## src/rtl/instruction_fetch_controller.sv

```systemverilog
// instruction_fetch_controller: single-issue fetch FSM with decoder backpressure,
// branch redirect/flush and halt-opcode detection.
module instruction_fetch_controller #(
   parameter logic [7:0] RESET_PC    = 8'h00,
   parameter logic [7:0] HALT_OPCODE = 8'hFF
) (
   input  logic        clk,
   input  logic        rst_n,
   input  logic        start,
   output logic [7:0]  memAddress,
   input  logic [15:0] memData,
   output logic [15:0] instr,
   output logic [7:0]  instrPC,
   output logic        instrValid,
   input  logic        instrReady,
   input  logic        branchTaken,
   input  logic [7:0]  branchTarget,
   output logic        halted
);
   typedef enum logic [1:0] {IDLE, RUN, HALT} state_t;
   state_t      r_state, w_state_nxt;
   logic [7:0]  r_pc, r_instr_pc, w_pc_nxt;
   logic [15:0] r_instr;
   logic        r_valid, r_halted;
   logic        w_run, w_xfer, w_is_halt, w_load, w_valid_nxt;
   always_comb begin
      w_run       = r_state == RUN;
      w_xfer      = r_valid & instrReady;
      w_is_halt   = r_instr[15:8] == HALT_OPCODE;
      // a presented halt word blocks further fetch until it is accepted or flushed
      w_load      = w_run & !branchTaken & (!r_valid | instrReady) & !(r_valid & w_is_halt);
      w_state_nxt = w_run ? ((!branchTaken & w_xfer & w_is_halt) ? HALT : RUN)
                          : (start ? RUN : r_state);
      w_pc_nxt    = (w_run & branchTaken) ? branchTarget : w_load ? r_pc + 8'd2 : r_pc;
      w_valid_nxt = w_load | (w_run & r_valid & !w_xfer & !branchTaken);
   end
   always_ff @(posedge clk or negedge rst_n) begin
      if (!rst_n) begin
         r_state    <= IDLE;
         r_pc       <= RESET_PC;
         r_instr    <= 16'h0000;
         r_instr_pc <= 8'h00;
         r_valid    <= 1'b0;
         r_halted   <= 1'b0;
      end else begin
         r_state    <= w_state_nxt;
         r_pc       <= w_pc_nxt;
         r_valid    <= w_valid_nxt;
         r_halted   <= w_state_nxt == HALT;
         r_instr    <= w_load ? memData : r_instr;
         r_instr_pc <= w_load ? r_pc : r_instr_pc;
      end
   end
   assign memAddress = r_pc;
   assign instr      = r_instr;
   assign instrPC    = r_instr_pc;
   assign instrValid = r_valid;
   assign halted     = r_halted;
endmodule
```

## config.mk

```make
export PLATFORM = sky130hd
export DESIGN_NAME = instruction_fetch_controller
export DESIGN_NICKNAME = d
export VERILOG_FILES = /design/src/rtl/instruction_fetch_controller.sv
export SDC_FILE = /design/constraint.sdc
export NUM_CORES = 1
export LEC_CHECK = 0
export ABC_AREA = 1
export BUFFER_PORTS_ARGS = -buffer_cell sky130_fd_sc_hd__buf_4
export CORE_ASPECT_RATIO = 1.5
export CORE_MARGIN = 5
export CORE_UTILIZATION = 44
export DETAILED_ROUTE_END_ITERATION = 7
export PLACE_DENSITY = 0.75
export SLEW_MARGIN = 20
export SYNTH_ARGS = -nofsm -noshare
export SYNTH_HDL_FRONTEND = slang
export SYNTH_SLANG_ARGS = --single-unit
```

## constraint.sdc

```tcl
create_clock -name clk -period 1.2 [get_ports clk]
set_input_delay 0.12 -clock clk [delete_from_list [all_inputs] [get_ports clk]]
set_output_delay 0.12 -clock clk [all_outputs]
set_load 0.05 [all_outputs]
```

### Yosys cells after proc, flatten, opt, wreduce, memory -nomap -nowiden

Index checks and enable logic that the tools add are counted.
Widths: inputs -> output; s select.

| storage, ports and cells | value |
|---|---|
| flip-flop bits (word level) | 36 |
| input bits | 29 |
| output and inout bits | 34 |
| word-level logic and storage cells | 33 |

| cells by class | value |
|---|---|
| add/sub/neg operators | 1 |
| equal/unequal tests | 3 |
| multiplexer cells | 5 |
| bitwise operators | 13 |
| reduce and logical (&&, ||, !) cells | 5 |

Operators by type and width:

| kind | number |
|---|---|
| $mux 8 | 2 |
| $and 1x1->1 | 11 |
| $add 8x2->8 const B | 1 |
| $eq 8x8->1 const B | 1 |
| $mux 2 | 3 |
| $logic_not 1->1 | 4 |
| $eq 2x1->1 const B | 1 |
| $eq 2x2->1 const B | 1 |
| $or 1x1->1 | 2 |
| $reduce_bool 2->1 | 1 |

### Depth between registers and ports, before layout

| depth | value |
|---|---|
| word-level depth | 6 |
| gate-level depth with buffers | 8 |

### Worst setup path before layout

Ideal clock, no wire load.

| timing path | value |
|---|---|
| path type | reg2reg |
| start point | reg r_pc[2], in the netlist memAddress[2] |
| end point | reg r_pc[5], in the netlist memAddress[5] |
| library setup time | 0.124 ns |
| arrival time | 1.412 ns |
| required time | 1.076 ns |
| slack | -0.335 ns |
| stages on the path, launching flop included | 9 |
| path buffers | 0 |
| cell sequence | dfrtp_1 ha_1 nand2_1 nor2_1 nand2_1 nand3_1 nand2_1 nand2_1 o21ai_1 |

| between the ends | value |
|---|---|
| cells in the longest elaborated chain, start to end | 3 |

RTL lines:

| what | RTL line | source |
|---|---|---|
| start, declared | 22 | `logic [7:0] r_pc, r_instr_pc, w_pc_nxt;` |
| start signal, assigned | 47 | `r_pc <= w_pc_nxt;` |
| $add 8x2->8 | 34 | `w_pc_nxt = (w_run & branchTaken) ? branchTarget : w_load ? r_pc + 8'd2 : r_pc;` |
| $mux 8 (2 in a row) | 34 |  |

Every way passes these cells. The select of a mux whose other input is x is not followed.
A chain may end at the register's enable or synchronous reset.

### Final worst setup path

| timing path | value |
|---|---|
| start point | reg r_state[1] |
| end point | reg r_pc[2], in the netlist memAddress[2] |

| between the ends | value |
|---|---|
| cells in the longest elaborated chain, start to end | 5 |
| elaborated cells on any way between the ends | 7 |

RTL lines:

| what | RTL line | source |
|---|---|---|
| start, declared | 21 | `state_t r_state, w_state_nxt;` |
| start signal, assigned | 46 | `r_state <= w_state_nxt;` |
| $eq 2x1->1 (*) | 27 | `w_run = r_state == RUN;` |
| $and 1x1->1 (3 in a row) | 31 | `w_load = w_run & !branchTaken & (!r_valid \| instrReady) & !(r_valid & w_is_halt);` |
| $reduce_bool 2->1 (no source line) | - |  |

Every way passes the cells marked *; elsewhere a longest branch is shown, timed or not.

==> impl_metrics.prom <==
# TYPE chip_impl_metric gauge
chip_impl_info{name="outcome",value="complete, but fails checks"} 1
chip_impl_info{name="failed_checks",value="negative setup slack"} 1
chip_impl_metric{name="clk_latency",unit="ns"} 0.28
chip_impl_metric{name="critPathMaxFanout",unit=""} 7
chip_impl_metric{name="place.port_buffers",unit=""} 62
chip_impl_metric{name="grt_max_degree",unit=""} 37
chip_impl_metric{name="detail_route.drc_violations",unit=""} 0
chip_impl_info{name="criticalPathCategory",value="flop to flop"} 1
chip_impl_metric{name="synthToLayoutAreaGrowth",unit="%"} 47.38
chip_impl_metric{name="drv_slew",unit=""} 0
chip_impl_metric{name="worst_ep_required_time",unit="ns"} 1.37
chip_impl_metric{name="place.detailed.hpwl",unit="um"} 3330
chip_impl_info{name="crit_chain",value="nor2_4, nand2_2, nor2_4, nand2_4, buf_4, nand3_2, nand3_1"} 1
chip_impl_metric{name="cts.path.max_buffers",unit=""} 2
chip_impl_metric{name="drt-wirelength-per-cell",unit="um"} 13.63
chip_impl_metric{name="finClkSkew",unit="ns"} 0.002122
chip_impl_metric{name="critPathMaxStageDelay",unit="ns"} 0.41
chip_impl_metric{name="worst_slew_margin_rel",unit="%"} 68.79
chip_impl_metric{name="synth.cell_area",unit="um2"} 1745
chip_impl_metric{name="cts_made_buffers",unit=""} 5
chip_impl_metric{name="die_h",unit="um"} 87.14
chip_impl_metric{name="fp.dieArea",unit="um2"} 5353
chip_impl_metric{name="antenna_found_initial",unit=""} 0
chip_impl_metric{name="drt_wl_total",unit="um"} 4510
chip_impl_metric{name="post-route-min-period",unit="ns"} 1.279
chip_impl_metric{name="period_share",unit="%"} 106.6
chip_impl_info{name="start_kind",value="flop"} 1
chip_impl_metric{name="globalRouteTotalUtil",unit="%"} 17.56
chip_impl_metric{name="worst-slew-pin-transition",unit="ns"} 0.4681
chip_impl_info{name="cts_root_buffer",value="clkbuf_8"} 1
chip_impl_metric{name="fin_ws",unit="ns"} -0.07918
chip_impl_metric{name="synth_nets",unit=""} 230
chip_impl_metric{name="synth_sequential_area_ratio",unit="%"} 51.61
chip_impl_metric{name="netlist.area_leader.share",unit="%"} 51.61
chip_impl_info{name="tritoncts",value="built"} 1
chip_impl_info{name="crit_slowest_cell",value="dfrtp_1"} 1
chip_impl_info{name="synth_area_leader_cell",value="dfrtp_1"} 1
chip_impl_metric{name="dp_cells",unit=""} 319
chip_impl_metric{name="drt-vias-per-instance",unit=""} 4.876
chip_impl_metric{name="clock-sinks",unit=""} 36
chip_impl_info{name="crit_path_end_kind",value="flop"} 1
chip_impl_metric{name="dr_total_vias",unit=""} 1614
chip_impl_metric{name="ff2ff_setup_slack",unit="ns"} -0.08
chip_impl_metric{name="worst_setup_hold_path_clk_slew",unit="ns"} 0.07
chip_impl_info{name="most_numerous_cell_on_the_critical_path",value="nor2_4"} 1
chip_impl_metric{name="final_layout_size_suffix_gt1_share",unit="%"} 50.70
chip_impl_metric{name="syn_avg_cell_area",unit="um2"} 8.727
chip_impl_metric{name="peakVddDrop",unit="uV"} 1266
chip_impl_metric{name="final_antenna_net_count",unit=""} 0
chip_impl_metric{name="max_freq",unit="GHz"} 0.7818
chip_impl_metric{name="nFillCells",unit=""} 339
chip_impl_metric{name="post-route-util",unit="%"} 66.15
chip_impl_metric{name="drt_iter0_markers",unit=""} 54
chip_impl_metric{name="number_of_global_route_vias_before_repair",unit=""} 1577
chip_impl_metric{name="global_route.overflow_total",unit=""} 0
chip_impl_metric{name="die_x",unit="um"} 61.43
chip_impl_metric{name="arrival",unit="ns"} 1.45
chip_impl_metric{name="gp_congestion",unit=""} 0.9231
chip_impl_info{name="hold_path_class",value="primary input to flop"} 1
chip_impl_metric{name="floorplan.core_area",unit="um2"} 3889
chip_impl_metric{name="grt_first_pass_wirelength",unit="um"} 7051
chip_impl_info{name="setup_repair_after_global_routing_missed_its_margin",value="true"} 1
chip_impl_metric{name="total_power",unit="mW"} 3.875
chip_impl_metric{name="ys_warn_count",unit=""} 0
chip_impl_metric{name="row_count",unit=""} 28
chip_impl_info{name="yosys-top-cells-area",value="dfrtp_1 (52%), nand2_1 (14%), nand3_1 (9.5%), o21ai_2 (3.0%), inv_1 (2.8%)"} 1
chip_impl_metric{name="synth_cell_types",unit=""} 24
chip_impl_metric{name="top_level_ports",unit=""} 63
chip_impl_metric{name="floorplan.initialDensity",unit="%"} 44.88
chip_impl_metric{name="final_nets",unit=""} 315
chip_impl_metric{name="setup_violations",unit=""} 31
chip_impl_metric{name="total_leakage_power",unit="nW"} 1.347
chip_impl_metric{name="synth-seq-cells",unit=""} 36
chip_impl_metric{name="maxCapViolations",unit=""} 0
chip_impl_metric{name="cts.htree.levels",unit=""} 2
chip_impl_metric{name="instances_no_fill",unit=""} 331
chip_impl_metric{name="power.density_cell_area",unit="nW/um2"} 1506
chip_impl_metric{name="diodes",unit=""} 0
chip_impl_metric{name="final_hold_viol_count",unit=""} 0
chip_impl_metric{name="number_of_instances_in_the_synthesized_netlist",unit=""} 200
chip_impl_metric{name="drt_pass1_iterations",unit=""} 4
==> flip-flops by register name, summed over array words and instances (netlist names) <==
name / count
r_state: 2
instrPC: 8
instr: 16
memAddress: 8
instrValid: 1
halted: 1
==> placed cells by master, fill, tap and decap left out <==
cell type       n
o21ai_2         6
clkbuf_8        6
nand3_1        30
buf_12          3
nand4_1         1
nor2_2          2
nand2_1        54
nor2_4          2
o21ai_0         3
nand2_4         2
inv_2           2
inv_1          12
dfrtp_2        12
nand3_2         4
nand2_2        17
nor2_1         11
buf_4          79
dlygate4sd3_1   1
or2_2           3
o22ai_1         1
clkinv_2        2
ha_4            1
buf_6           3
o32ai_2         1
o21ai_1         4
dfrtp_1        24
==> what timing repair did <==
| action | CTS | global route |
|---|---|---|
| endpoints found under the setup margin | 31 | 33 |
| hold buffers | 1 | 0 |
| endpoints found under the hold margin | 36 | 0 |
| gates resized for setup | 6 | 14 |
| pin swaps | 1 | 2 |
| setup buffers | 2 | 1 |
==> cell usage after synthesis, drive strengths merged <==
master,instances
nand2,73
dfrtp,36
nand3,34
nor2,15
inv,14
o21ai,13
buf,6
or2,3
clkbuf,2
ha,1
nand4,1
o22ai,1
o32ai,1
==> logic make-up (layout without fill, tap and decap cells) <==
logic type / after synthesis / after routing / synth area share, %
compound gates: 15 / 15 / 5.878
fa+ha+maj: 1 / 1 / 0.7167
flops: 36 / 36 / 51.61
simple gates: 126 / 126 / 32.98
buf+inv: 22 / 108 / 8.817
==> critical path, delay by kind of cell (launching register included) <==
family | cells | cell delay [ns]
AND/OR/NAND/NOR | 6 | 0.60
flip-flops | 1 | 0.41
buffers and inverters | 1 | 0.16
==> final cells by class <==
type | count | area (um2) | area share, %
well taps | 45 | 56.30 | 2.189
repair buffers | 86 | 696.9 | 27.09
inverters | 14 | 52.55 | 2.043
clock inverters | 2 | 10.01 | 0.3891
multi-input cells | 142 | 758.2 | 29.47
flip-flops and latches | 36 | 915.9 | 35.60
clock buffers | 6 | 82.58 | 3.210
==> routing by layer <==
metal	vias up	GRT usage [%]	routed length (um)	share of wire, %
met5	-	0	0	0
met4	0	7.336	84	1.9
met3	10	4.006	272	6.0
met2	51	29.77	2403	53
met1	747	20.74	1749	39
li1	806	-	-	-
==> power by group <==
part           internal, mW  leakage, nW  switching, mW
Combinational         0.516        0.868          0.953
Clock                 0.458       0.0510          0.431
Sequential             1.38        0.428          0.136
Total                  2.36         1.35           1.52
==> worst paths after layout <==
path	start	end	cells after the start
max	r_state[1]$_DFF_PN0_	memAddress[2]$_DFFE_PN0P_	7
min	branchTarget[0]	memAddress[0]$_DFFE_PN0P_	3
max reg2reg	r_state[1]$_DFF_PN0_	memAddress[2]$_DFFE_PN0P_	7
min reg2reg	instrPC[2]$_DFFE_PN0P_	instrPC[2]$_DFFE_PN0P_	2
max in group asynchronous	rst_n	instr[10]$_DFFE_PN0P_	2
min in group asynchronous	rst_n	instrPC[5]$_DFFE_PN0P_	2
==> stage by stage <==
step / setup WS [ns] / instance area [um2] / setup TNS [ns] / hold slack, ns
floorplan: -0.1533 / 1797 / -4.211 / -0.1756
global placement: -0.02279 / 2389 / -0.1170 / 0.1064
detailed placement: -0.07733 / 2389 / -1.461 / 0.1130
CTS: -0.07285 / 2524 / -1.519 / 0.03008
global route: -0.1636 / 2572 / -4.015 / 0.03732
finish: -0.07918 / 2572 / -1.491 / 0.03780
No activity file was read; power rests on OpenSTA's default activity.
